<file path="src/rtl/fifo_fc_param.sv">
// fifo_fc_param: flow-controlled FIFO with an explicit occupancy counter,
// hysteresis almost-full flow control, overflow/underflow flags and an
// optional sticky ERROR state. Read data is registered (1-cycle latency).
module fifo_fc_param #(
  parameter int AW         = 3,
  parameter int DW         = 8,
  parameter int STICKY_ERR = 1
) (
  input  logic          clk,
  input  logic          reset,
  input  logic [DW-1:0] data_in,
  input  logic          push,
  input  logic          pop,
  input  logic [AW:0]   umbral_almost_full,
  input  logic [AW:0]   umbral_almost_empty,
  output logic [DW-1:0] data_out,
  output logic          valid_out,
  output logic          fifo_empty,
  output logic          fifo_full,
  output logic          almost_full,
  output logic [AW:0]   fill_level,
  output logic          error,
  output logic          overflow,
  output logic          underflow
);

  localparam int DEPTH = 1 << AW;
  localparam logic [AW:0] FULL_CNT = {1'b1, {AW{1'b0}}};

  typedef enum logic [1:0] {
    ST_EMPTY,
    ST_ACTIVE,
    ST_PAUSE,
    ST_ERROR
  } state_t;

  logic [DW-1:0] mem [DEPTH];
  logic [AW-1:0] wr_ptr, rd_ptr;
  logic [AW:0]   count, count_next, af_thr;
  state_t        state, state_next;
  logic          push_acc, pop_acc, ovf_evt, unf_evt, err_evt;

  // Acceptance, rejection events and next occupancy, all from registered count.
  // NOTE: every signal written here gets a default first so no latch is inferred.
  always_comb begin
    pop_acc  = pop && (count != '0) && (state != ST_ERROR);
    push_acc = push && ((count != FULL_CNT) || pop_acc) && (state != ST_ERROR);
    ovf_evt  = push && !push_acc && (state != ST_ERROR);
    unf_evt  = pop && !pop_acc && (state != ST_ERROR);
    err_evt  = ovf_evt || unf_evt;
    count_next = count;
    if (push_acc && !pop_acc)
      count_next = count + 1'b1;
    else if (!push_acc && pop_acc)
      count_next = count - 1'b1;
    // A zero entry threshold means PAUSE is never entered.
    af_thr = (umbral_almost_full == '0) ? FULL_CNT + 1'b1 : umbral_almost_full;
  end

  // Pointers, occupancy, registered read data and error flags.
  // NOTE: sequential state uses non-blocking assignments so every register
  // samples the pre-edge values, independent of statement order.
  always_ff @(posedge clk) begin
    if (!reset) begin
      wr_ptr    <= '0;
      rd_ptr    <= '0;
      count     <= '0;
      data_out  <= '0;
      valid_out <= 1'b0;
      overflow  <= 1'b0;
      underflow <= 1'b0;
    end else begin
      count     <= count_next;
      valid_out <= pop_acc;
      overflow  <= ovf_evt;
      underflow <= unf_evt;
      if (push_acc)
        wr_ptr <= wr_ptr + 1'b1;
      if (pop_acc) begin
        rd_ptr   <= rd_ptr + 1'b1;
        data_out <= mem[rd_ptr];
      end
    end
  end

  // Storage array write port.
  // NOTE: the memory has no reset; pointers and count define what is valid.
  always_ff @(posedge clk) begin
    if (push_acc)
      mem[wr_ptr] <= data_in;
  end

  // FSM state register.
  always_ff @(posedge clk) begin
    if (!reset)
      state <= ST_EMPTY;
    else
      state <= state_next;
  end

  // FSM next state; the sticky error check overrides every other transition.
  always_comb begin
    state_next = state;
    if ((STICKY_ERR != 0) && err_evt) begin
      state_next = ST_ERROR;
    end else begin
      case (state)
        ST_EMPTY:
          if (count_next != '0) state_next = ST_ACTIVE;
        ST_ACTIVE:
          if (count_next >= af_thr)  state_next = ST_PAUSE;
          else if (count_next == '0) state_next = ST_EMPTY;
        ST_PAUSE:
          // Entry check wins when the exit threshold overlaps it.
          if (count_next >= af_thr)
            state_next = ST_PAUSE;
          else if (count_next <= umbral_almost_empty)
            state_next = (count_next == '0) ? ST_EMPTY : ST_ACTIVE;
        ST_ERROR:
          state_next = ST_ERROR;
        default:
          state_next = ST_EMPTY;
      endcase
    end
  end

  // FSM and status outputs decoded from registered state and count.
  always_comb begin
    almost_full = (state == ST_PAUSE);
    error       = (STICKY_ERR != 0) ? (state == ST_ERROR) : (overflow || underflow);
    fifo_empty  = (count == '0);
    fifo_full   = (count == FULL_CNT);
    fill_level  = count;
  end

endmodule

</file>
<file path="config.mk">
export PLATFORM = sky130hd
export DESIGN_NAME = fifo_fc_param
export DESIGN_NICKNAME = d
export VERILOG_FILES = /design/src/rtl/fifo_fc_param.sv
export SDC_FILE = /design/constraint.sdc
export NUM_CORES = 1
export LEC_CHECK = 0
export BUFFER_PORTS_ARGS = -buffer_cell sky130_fd_sc_hd__buf_2
export CORE_MARGIN = 1.5
export CORE_UTILIZATION = 52
export DETAILED_ROUTE_END_ITERATION = 16
export GPL_TIMING_DRIVEN = 1
export PLACE_DENSITY = 0.82
export SLEW_MARGIN = 5
export SYNTH_ARGS = -nofsm -noshare
export SYNTH_HDL_FRONTEND = slang
export SYNTH_SLANG_ARGS = --single-unit
</file>
<file path="constraint.sdc">
create_clock -name clk -period 3 [get_ports clk]
set_input_delay 0.45 -clock clk [delete_from_list [all_inputs] [get_ports clk]]
set_output_delay 0.45 -clock clk [all_outputs]
set_load 0.01 [all_outputs]
</file>
==> results of run 1 <==
## worst max-delay path: stages (launching register included)
cell,delay [ns]
sky130_fd_sc_hd__dfxtp_2,0.33
sky130_fd_sc_hd__inv_2,0.05
sky130_fd_sc_hd__ha_4,0.16
sky130_fd_sc_hd__or3b_4,0.26
sky130_fd_sc_hd__inv_1,0.09
sky130_fd_sc_hd__nor3_4,0.26
sky130_fd_sc_hd__nor3_1,0.07
sky130_fd_sc_hd__or3_4,0.39
sky130_fd_sc_hd__ha_4,0.22
sky130_fd_sc_hd__nor2b_1,0.12
sky130_fd_sc_hd__o211ai_1,0.27
sky130_fd_sc_hd__a21oi_1,0.13
sky130_fd_sc_hd__or3_1,0.33
sky130_fd_sc_hd__a221oi_2,0.22
sky130_fd_sc_hd__nor2_1,0.07
## Yosys cell counts (all sizes together) (4+ instances only)
cell    instances
mux4           16
mux2i          10
nor2           21
a211oi         10
nor3           10
dfxtp          23
a21oi           5
inv            10
ha             11
buf             4
clkbuf          5
nand2          13
edfxtp         64
xnor2           4
nand2b          4
## where the power goes
group	switching, uW	total (uW)	internal [uW]
sequential	103	1540	1440
combinational	699	1450	746
clock	420	816	396
## metal layers
| metal | GRT usage [%] | vias up | wire [um] |
|---|---|---|---|
| met2 | 33.2 | 64 | 3590 |
| met1 | 24.5 | 1131 | 2960 |
| met5 | 0 | - | 0 |
| li1 | - | 1090 | - |
| met3 | 5.94 | 10 | 345 |
| met4 | 7.22 | 0 | 95 |
## area by class of cell
| cell class | count | area (um2) | share of cell area, % |
|---|---|---|---|
| inverters | 11 | 41.3 | 0.929 |
| multi-input cells | 145 | 1330 | 30.0 |
| well taps | 96 | 120 | 2.70 |
| clock buffers | 9 | 124 | 2.79 |
| flip-flops and latches | 87 | 2380 | 53.7 |
| repair buffers | 61 | 363 | 8.17 |
| clock inverters | 7 | 77.6 | 1.75 |
## cells by family (layout without fill, tap and decap cells)
group                      count (synthesis)  count (layout)  synth area share (%)
xor gates and xnor gates                   7               7                  1.64
adders and majority gates                 11              11                  3.69
AOI/OAI and AO/OA                         28              28                  5.70
muxes                                     26              26                  12.3
and+or+nand+nor                           73              73                  10.7
DFF                                       87              87                  63.8
buffers and inverters                     20              88                  2.14
## final timing paths
| kind | endpoint | slack (ns) | depth (start not counted) |
|---|---|---|---|
| worst max-delay path | state[1] | -0.07 | 14 |
| worst min-delay path | mem[0][0] | 0.35 | 1 |
| worst max register to register | state[1] | -0.07 | 14 |
| worst min register to register | data_out[6] | 0.50 | 2 |
## state kept, by name (all words and copies together) (netlist names)
| name | count |
|---|---|
| rd_ptr | 3 |
| fill_level | 4 |
| underflow | 1 |
| data_out | 8 |
| overflow | 1 |
| valid_out | 1 |
| wr_ptr | 3 |
| state | 2 |
| mem | 64 |
## per-stage QoR
step | TNS (ns) | hold slack (ns) | utilization, % | setup WS, ns | total power [uW]
3_3_place_gp | -0.0241 | 0.488 | 60.9 | -0.0128 | 2880
3_5_place_dp | -0.230 | 0.488 | 60.9 | -0.126 | 2930
6_report | -0.0906 | 0.350 | 64.7 | -0.0744 | 3800
5_1_grt | -0.374 | 0.348 | 64.7 | -0.205 | 4030
2_1_floorplan | 0 | 0.498 | - | 0.00539 | 2480
4_1_cts | -0.0595 | 0.340 | 64.4 | -0.0595 | 3790
## repair_timing
item / 4_1_cts / 5_1_grt
endpoints found under the setup margin: 2 / 2
resized for setup: 6 / 3
setup buffers: 0 / 1
hold buffers: 0 / 0
gates cloned: 0 / 0
pin swaps: 6 / 4
==> impl_metrics.env, run 1 <==
export IMPL_status="finished with violations"
export IMPL_violations="setup timing"
export IMPL_worst_slack_ns=-0.0744
export IMPL_cap_viol_max_count=0
export IMPL_path_class="flop to flop"
export IMPL_final_cell_mix="sky130_fd_sc_hd__edfxtp_1, sky130_fd_sc_hd__buf_2, sky130_fd_sc_hd__buf_4"
export IMPL_asyncSetResetFlopFracSynth_pct=0
export IMPL_cells_after_dpl=399
export IMPL_clock_sinks=87
export IMPL_placeableCoreArea_um2=6870
export IMPL_global_route_wire_length_before_repair_um=11100
export IMPL_netlist_area_leader_share_pct=51.5
export IMPL_clock_tree_from_tritoncts="built"
export IMPL_pwr_density_cell_nw_per_um2=856
export IMPL_timing_final_crit_share_pct=102
export IMPL_totalWireLength_um=7000
export IMPL_drt_initial_drc_count=108
export IMPL_insertion_delay_ns=0.36
export IMPL_clock_fmax_ghz=0.325
export IMPL_core_rows=30
export IMPL_synth_area_leaders="sky130_fd_sc_hd__edfxtp_1, sky130_fd_sc_hd__dfxtp_1, sky130_fd_sc_hd__mux4_2"
export IMPL_crit_arrival_ns=3.33
export IMPL_cp_data_required_time_ns=3.25
export IMPL_filler_cell_count=500
export IMPL_number_of_flops_mapped_to_enable_cells_by_yosys=64
export IMPL_yosysUniqueCellTypes=47
export IMPL_tritoncts_num_buffers=9
export IMPL_via_count_of_the_first_global_routing_pass=2271
export IMPL_detailed_place_area_um2=4190
export IMPL_drv_slew=0
export IMPL_stdcell_area_um2=4440
export IMPL_vdd_ir_drop_worst_mv=0.427
export IMPL_htreeDepth=3
export IMPL_gp_routability_congestion=0.876
export IMPL_n_antenna_cell=0
export IMPL_mostFrequentLayoutCell="sky130_fd_sc_hd__edfxtp_1"
export IMPL_wire_per_inst_um=16.8
export IMPL_synth_yosys_seq_area_share_pct=63.8
export IMPL_vias=2295
export IMPL_critical_path_start_type="flop"
export IMPL_clk_path_buf_depth=2
export IMPL_startpoint="fill_level[1]"
export IMPL_yosysTopAreaCell="sky130_fd_sc_hd__edfxtp_1"
export IMPL_max_clock_skew_ns=0.0116
export IMPL_final_cell_count_no_fill=416
export IMPL_ys_seq_elements=87
export IMPL_synth_fp_nets=283
export IMPL_placement_io_buffers=38
export IMPL_cts_root_buf="sky130_fd_sc_hd__clkbuf_8"
export IMPL_drive_gt1_share_pct=37.5
export IMPL_ys_flop_type="sky130_fd_sc_hd__edfxtp_1"
export IMPL_die_h_um=87.7
export IMPL_maxSlewHeadroom_pct=40.1
export IMPL_grt_use_total_pct=19.8
export IMPL_clkTransAtPathRegs_ns=0.09
export IMPL_hold_class="input port to flop"
export IMPL_final_nets=346
export IMPL_post_route_min_period_ns=3.07
export IMPL_max_slew_worst_pin_slew_ns=0.897
export IMPL_drc=0
export IMPL_firstDrtPassIters=4
export IMPL_min_delay_start="data_in[0]"
export IMPL_fp_dieW_um=87.7
export IMPL_effective_utilization_at_floorplan_pct=54.4
export IMPL_global_route_overflow_total=0
export IMPL_maximum_number_of_pins_on_one_net_before_global_route_repair=20
export IMPL_vias_per_cell=5.52
export IMPL_design_die_area_um2=7700
export IMPL_unrepaired_setup_endpoints_after_global_routing="true"
export IMPL_syn_area_um2=3730
export IMPL_areaGrowthSynthToFinish_pct=19.0
export IMPL_finalHoldViolations=0
export IMPL_route_antenna_remaining_nets=0
export IMPL_static_leakage_power_uw=0.00164
export IMPL_ys_warn_count=0
export IMPL_setup_worst_path_end_class="flop"
export IMPL_reg2reg_from="fill_level[1]"
export IMPL_report_final_setup_viol=2
export IMPL_worstPathMaxFanout=5
export IMPL_top_level_ports=39
export IMPL_synthCells=252
export IMPL_dp_final_hpwl_um=4830
export IMPL_synth_area_per_cell_um2=14.8
export IMPL_antenna_found_initial=0
Power figures use the tool's default switching activity.
==> inputs of run 2 (changes only) <==
--- a/config.mk
+++ b/config.mk
@@ -7,11 +7,12 @@
 export LEC_CHECK = 0
 export BUFFER_PORTS_ARGS = -buffer_cell sky130_fd_sc_hd__buf_2
 export CORE_MARGIN = 1.5
-export CORE_UTILIZATION = 52
+export CORE_UTILIZATION = 58
 export DETAILED_ROUTE_END_ITERATION = 16
 export GPL_TIMING_DRIVEN = 1
-export PLACE_DENSITY = 0.82
+export PLACE_DENSITY = 0.86
 export SLEW_MARGIN = 5
 export SYNTH_ARGS = -nofsm -noshare
 export SYNTH_HDL_FRONTEND = slang
 export SYNTH_SLANG_ARGS = --single-unit
+export TNS_END_PERCENT = 30
==> constraint.sdc (replaced) <==
create_clock -name clk -period 3.33 [get_ports clk]
set_input_delay 0.4995 -clock clk [delete_from_list [all_inputs] [get_ports clk]]
set_output_delay 0.4995 -clock clk [all_outputs]
set_load 0.01 [all_outputs]
==> run 2 against run 1 <==
Against the previous run: the run now ends clean; critical path type unchanged; non-clock buffer count decreased by 9; worst setup slack better by 0.11 ns; largest power group unchanged; critical endpoint unchanged; highest routed layer unchanged; sequential power shrank 9%; power is 11% lower.
==> impl_metrics.env, run 2 (synthesis gave the netlist of run 1 again) <==
export IMPL_status="completed"
export IMPL_dp_slack_ns=-0.0350
export IMPL_core_rows=29
export IMPL_clock_tree_from_tritoncts="built"
export IMPL_wire_per_inst_um=18.5
export IMPL_unrepaired_setup_endpoints_after_global_routing="true"
export IMPL_critical_path_most_common_cell="sky130_fd_sc_hd__ha_4"
export IMPL_area_of_combinational_cells_with_multiple_inputs_um2=1330
export IMPL_drt_initial_drc_count=116
export IMPL_via_count_of_the_first_global_routing_pass=2240
export IMPL_setup_worst_path_end_class="flop"
export IMPL_critical_path_start_type="flop"
export IMPL_largest_register_ff_count=64
export IMPL_seq_area_um2=2390
export IMPL_critical_path_slowest_cell="sky130_fd_sc_hd__or3b_4"
export IMPL_vias=2294
export IMPL_final_cell_mix="sky130_fd_sc_hd__edfxtp_1, sky130_fd_sc_hd__buf_2, sky130_fd_sc_hd__dfxtp_1"
export IMPL_cp_data_required_time_ns=3.57
export IMPL_path_class="flop to flop"
export IMPL_hold_class="input port to flop"
export IMPL_clk_path_buf_depth=2
export IMPL_top_level_ports=39
export IMPL_max_clock_skew_ns=0.00492
export IMPL_stdcell_area_um2=4350
export IMPL_fp_dieW_um=83.2
export IMPL_mostFrequentLayoutCell="sky130_fd_sc_hd__edfxtp_1"
export IMPL_detailed_place_area_um2=4070
export IMPL_dp_final_hpwl_um=4840
export IMPL_tritoncts_num_buffers=9
export IMPL_kind_of_cell_with_the_highest_combined_delay_on_the_critical_path="simple AND/OR/NAND/NOR gates"
export IMPL_cap_viol_max_count=0
export IMPL_finalHoldViolations=0
export IMPL_post_route_min_period_ns=3.29
export IMPL_static_leakage_power_uw=0.00159
export IMPL_pwr_density_cell_nw_per_um2=776
export IMPL_timing_final_crit_share_pct=98.9
export IMPL_gp_routability_congestion=0.837
export IMPL_vias_per_cell=5.91
export IMPL_power_uw=3380
export IMPL_critical_path_cell_chain="inv_4, ha_4, or3b_4, a211oi_2, mux2i_1, or3_4, ha_4, nor2b_4, o211ai_1, a21oi_1, or3_1, a221oi_2, nor2_1"
export IMPL_insertion_delay_ns=0.34
export IMPL_die_h_um=83.2
export IMPL_firstDrtPassIters=4
export IMPL_totalWireLength_um=7170
export IMPL_cts_root_buf="sky130_fd_sc_hd__clkbuf_8"
export IMPL_ctsHoldBuffers=0
export IMPL_worstPathMaxFanout=5
export IMPL_clkTransAtPathRegs_ns=0.08
export IMPL_maximum_number_of_pins_on_one_net_before_global_route_repair=20
export IMPL_drc=0
export IMPL_crit_arrival_ns=3.53
export IMPL_effective_utilization_at_floorplan_pct=59.5
export IMPL_max_flop_register="mem"
export IMPL_drv_slew=0
export IMPL_worst_slack_ns=0.0373
export IMPL_areaGrowthSynthToFinish_pct=16.5
export IMPL_n_antenna_cell=0
export IMPL_placement_io_buffers=38
export IMPL_grt_use_total_pct=21.6
export IMPL_final_nets=337
export IMPL_clock_fmax_ghz=0.304
export IMPL_global_route_wire_length_before_repair_um=11200
export IMPL_design_die_area_um2=6930
export IMPL_path_buf_inv=1
export IMPL_critPathMaxStageDelay_ns=0.41
export IMPL_clock_sinks=87
export IMPL_drive_gt1_share_pct=34.4
export IMPL_filler_cell_count=400
export IMPL_antenna_found_initial=0
export IMPL_report_final_setup_viol=0
export IMPL_global_route_overflow_total=0
export IMPL_htreeDepth=3
export IMPL_max_slew_worst_pin_slew_ns=0.850
export IMPL_vdd_ir_drop_worst_mv=0.541
export IMPL_placeableCoreArea_um2=6280
export IMPL_maxSlewHeadroom_pct=43.2
export IMPL_route_antenna_remaining_nets=0
[run 2: what timing repair did]
item	in CTS	in global routing
hold endpoints to repair	0	0
gates cloned	0	0
pin swaps	1	8
setup endpoints to repair	2	2
buffers inserted	0	3
gates resized for setup	2	11
[run 2: report_power, final]
part / leakage [uW] / internal, uW / switching [uW]
clock network: 0.0000949 / 351 / 364
logic: 0.000728 / 638 / 626
registers: 0.000770 / 1300 / 101
total: 0.00159 / 2280 / 1090
[run 2: layout make-up]
class	count	area share, %
Multi-Input combinational cell	145	30.7
Inverter	11	1.01
Timing Repair Buffer	52	6.79
Clock inverter	6	1.55
Clock buffer	10	2.93
Tap cell	77	2.21
Sequential cell	87	54.8
[run 2: path summary, 6_finish.rpt]
path	start	endpoint	slack, ns	depth (start not counted)
setup / recovery	fill_level[1]	state[1]	0.04	13
hold / removal	data_in[1]	mem[3][1]	0.42	1
hold reg to reg	data_out[2]	data_out[2]	0.50	2
setup reg to reg	fill_level[1]	state[1]	0.04	13
[run 2: stage by stage]
step / util (%) / hold slack, ns / TNS, ns / cells
after floorplan: - / 0.498 / 0 / 252
after global placement: 64.8 / 0.488 / 0 / 369
after detailed placement: 64.8 / 0.494 / -0.0350 / 369
after CTS: 68.1 / 0.405 / 0 / 385
after global routing: 69.3 / 0.403 / -0.0950 / 388
final: 69.3 / 0.419 / 0 / 388
[run 2: per-layer routing]
| layer | GRT usage [%] | share of wire, % | vias up |
|---|---|---|---|
| met5 | 0 | 0 | - |
| met4 | 6.21 | 1.5 | 0 |
| met3 | 6.46 | 6.1 | 10 |
| met2 | 37.0 | 54 | 85 |
| met1 | 26.6 | 39 | 1119 |
| li1 | - | - | 1080 |
==> inputs of run 3 (changes only) <==
==> constraint.sdc (replaced) <==
create_clock -name clk -period 3.33 [get_ports clk]
set_input_delay 0.4995 -clock clk [delete_from_list [all_inputs] [get_ports clk]]
set_output_delay 0.4995 -clock clk [all_outputs]
set_load 0.05 [all_outputs]
==> run 3 against run 2 <==
Against the previous run: hold slack got worse by 0.028 ns; sequential power about the same; critical path depth unchanged; clock power increased by 3.6%; critical endpoint unchanged; largest cell class unchanged.
==> impl_metrics.env, run 3 (synthesis gave the netlist of run 1 again) <==
export IMPL_status="completed"
export IMPL_max_slew_worst_pin_slew_ns=0.856
export IMPL_vias=2256
export IMPL_totalNegativeSetupSlack_ns=0
export IMPL_drc=0
export IMPL_core_rows=29
export IMPL_vias_per_cell=5.80
export IMPL_vdd_ir_drop_worst_mv=0.834
export IMPL_clock_tree_from_tritoncts="built"
export IMPL_grt_use_total_pct=20.7
export IMPL_dp_slack_ns=0.0870
export IMPL_hold_class="input port to flop"
export IMPL_firstDrtPassIters=4
export IMPL_maxSlewHeadroom_pct=42.8
export IMPL_placeableCoreArea_um2=6280
export IMPL_reg2reg_from="fill_level[1]"
export IMPL_mostFrequentLayoutCell="sky130_fd_sc_hd__edfxtp_1"
export IMPL_drive_gt1_share_pct=34.9
export IMPL_timing_reg2reg_worst_path_depth=13
export IMPL_cells_after_dpl=370
export IMPL_clock_fmax_ghz=0.305
export IMPL_report_final_setup_viol=0
export IMPL_detailed_place_area_um2=4080
export IMPL_max_clock_skew_ns=0.0125
export IMPL_drt_initial_drc_count=171
export IMPL_pwr_density_cell_nw_per_um2=832
export IMPL_worst_slack_ns=0.0488
export IMPL_clkTransAtPathRegs_ns=0.09
export IMPL_fp_dieW_um=83.2
export IMPL_post_route_min_period_ns=3.28
export IMPL_stdcell_area_um2=4350
export IMPL_n_antenna_cell=0
export IMPL_design_die_area_um2=6930
export IMPL_cts_root_buf="sky130_fd_sc_hd__clkbuf_8"
export IMPL_filler_cell_count=404
export IMPL_top_level_ports=39
export IMPL_dp_final_hpwl_um=4480
export IMPL_final_nets=338
export IMPL_setup_worst_path_end_class="flop"
export IMPL_max_flop_register="mem"
export IMPL_instance_count_along_the_most_critical_hold_path=1
export IMPL_tritoncts_num_buffers=9
export IMPL_min_delay_start="data_in[7]"
export IMPL_global_route_overflow_total=0
export IMPL_areaGrowthSynthToFinish_pct=16.6
export IMPL_placement_io_buffers=38
export IMPL_global_route_wire_length_before_repair_um=10700
export IMPL_static_leakage_power_uw=0.00160
export IMPL_timing_final_crit_share_pct=98.5
export IMPL_totalWireLength_um=6970
export IMPL_largest_register_ff_count=64
export IMPL_reg2reg_to="state[1]"
export IMPL_wire_per_inst_um=17.9
export IMPL_final_cell_mix="sky130_fd_sc_hd__edfxtp_1, sky130_fd_sc_hd__buf_2, sky130_fd_sc_hd__nor2_1, sky130_fd_sc_hd__dfxtp_1, sky130_fd_sc_hd__mux4_2"
export IMPL_clk_path_buf_depth=2
export IMPL_worstPathMaxFanout=5
export IMPL_finalHoldViolations=0
export IMPL_die_h_um=83.2
export IMPL_clock_sinks=87
export IMPL_htreeDepth=3
export IMPL_drv_slew=0
export IMPL_power_uw=3620
export IMPL_maximum_number_of_pins_on_one_net_before_global_route_repair=20
export IMPL_effective_utilization_at_floorplan_pct=59.5
export IMPL_path_class="flop to flop"
export IMPL_route_antenna_remaining_nets=0
export IMPL_crit_arrival_ns=3.54
export IMPL_cp_data_required_time_ns=3.59
export IMPL_reg2reg_slack_ns=0.05
export IMPL_ctsHoldBuffers=0
export IMPL_antenna_found_initial=0
export IMPL_gp_routability_congestion=0.848
export IMPL_insertion_delay_ns=0.36
export IMPL_critical_path_start_type="flop"
export IMPL_destination_of_the_worst_hold_path="mem[2][7]"
export IMPL_via_count_of_the_first_global_routing_pass=2130
export IMPL_final_cell_count_no_fill=389
export IMPL_cap_viol_max_count=0
==> run 3: repair_timing <==
action	4_1_cts	5_1_grt
gates resized for setup	0	8
buffers inserted	0	3
setup endpoints to repair	0	2
==> run 3: cell type report <==
cell class | instances | area [um2] | area share (%)
clock buffers | 9 | 124 | 2.84
well taps | 77 | 96.3 | 2.21
repair buffers | 53 | 303 | 6.95
inverters | 11 | 41.3 | 0.948
multi-input cells | 145 | 1320 | 30.3
clock inverters | 7 | 78.8 | 1.81
flip-flops and latches | 87 | 2390 | 54.9
==> run 3: how the worst max path moves through the flow <==
stage	startpoint	endpoint
2_1_floorplan	fill_level[0]	state[1]
3_3_place_gp	fill_level[1]	state[1]
3_5_place_dp	fill_level[1]	state[1]
4_1_cts	fill_level[0]	state[0]
5_1_grt	fill_level[1]	state[1]
6_report	fill_level[1]	state[1]
==> run 3: critical path, cell delays in order, from the launching register on <==
cell	delay [ns]
sky130_fd_sc_hd__dfxtp_4	0.36
sky130_fd_sc_hd__inv_1	0.08
sky130_fd_sc_hd__ha_2	0.20
sky130_fd_sc_hd__or3b_4	0.43
sky130_fd_sc_hd__a211oi_2	0.21
sky130_fd_sc_hd__mux2i_1	0.10
sky130_fd_sc_hd__or3_4	0.37
sky130_fd_sc_hd__ha_4	0.23
sky130_fd_sc_hd__nor2b_1	0.13
sky130_fd_sc_hd__o211ai_1	0.26
sky130_fd_sc_hd__a21oi_1	0.11
sky130_fd_sc_hd__or3_1	0.39
sky130_fd_sc_hd__a221oi_2	0.25
sky130_fd_sc_hd__nor2_1	0.07
==> run 3: routing by layer <==
layer / GRT usage, % / wire length (um)
met3: 4.57 / 334
met4: 9.55 / 197
met2: 31.9 / 3280
met5: 0 / 0
met1: 28.4 / 3160
==> run 3: report_power, final <==
| part | switching, uW | internal (uW) | total, uW |
|---|---|---|---|
| clock network | 387 | 354 | 741 |
| logic | 869 | 616 | 1490 |
| registers | 98.0 | 1300 | 1400 |
==> run 3: metrics by stage <==
step / hold slack [ns] / utilization (%)
2_1_floorplan: 0.498 / -
3_3_place_gp: 0.484 / 65.1
3_5_place_dp: 0.490 / 65.1
4_1_cts: 0.385 / 68.3
5_1_grt: 0.403 / 69.4
6_report: 0.392 / 69.4
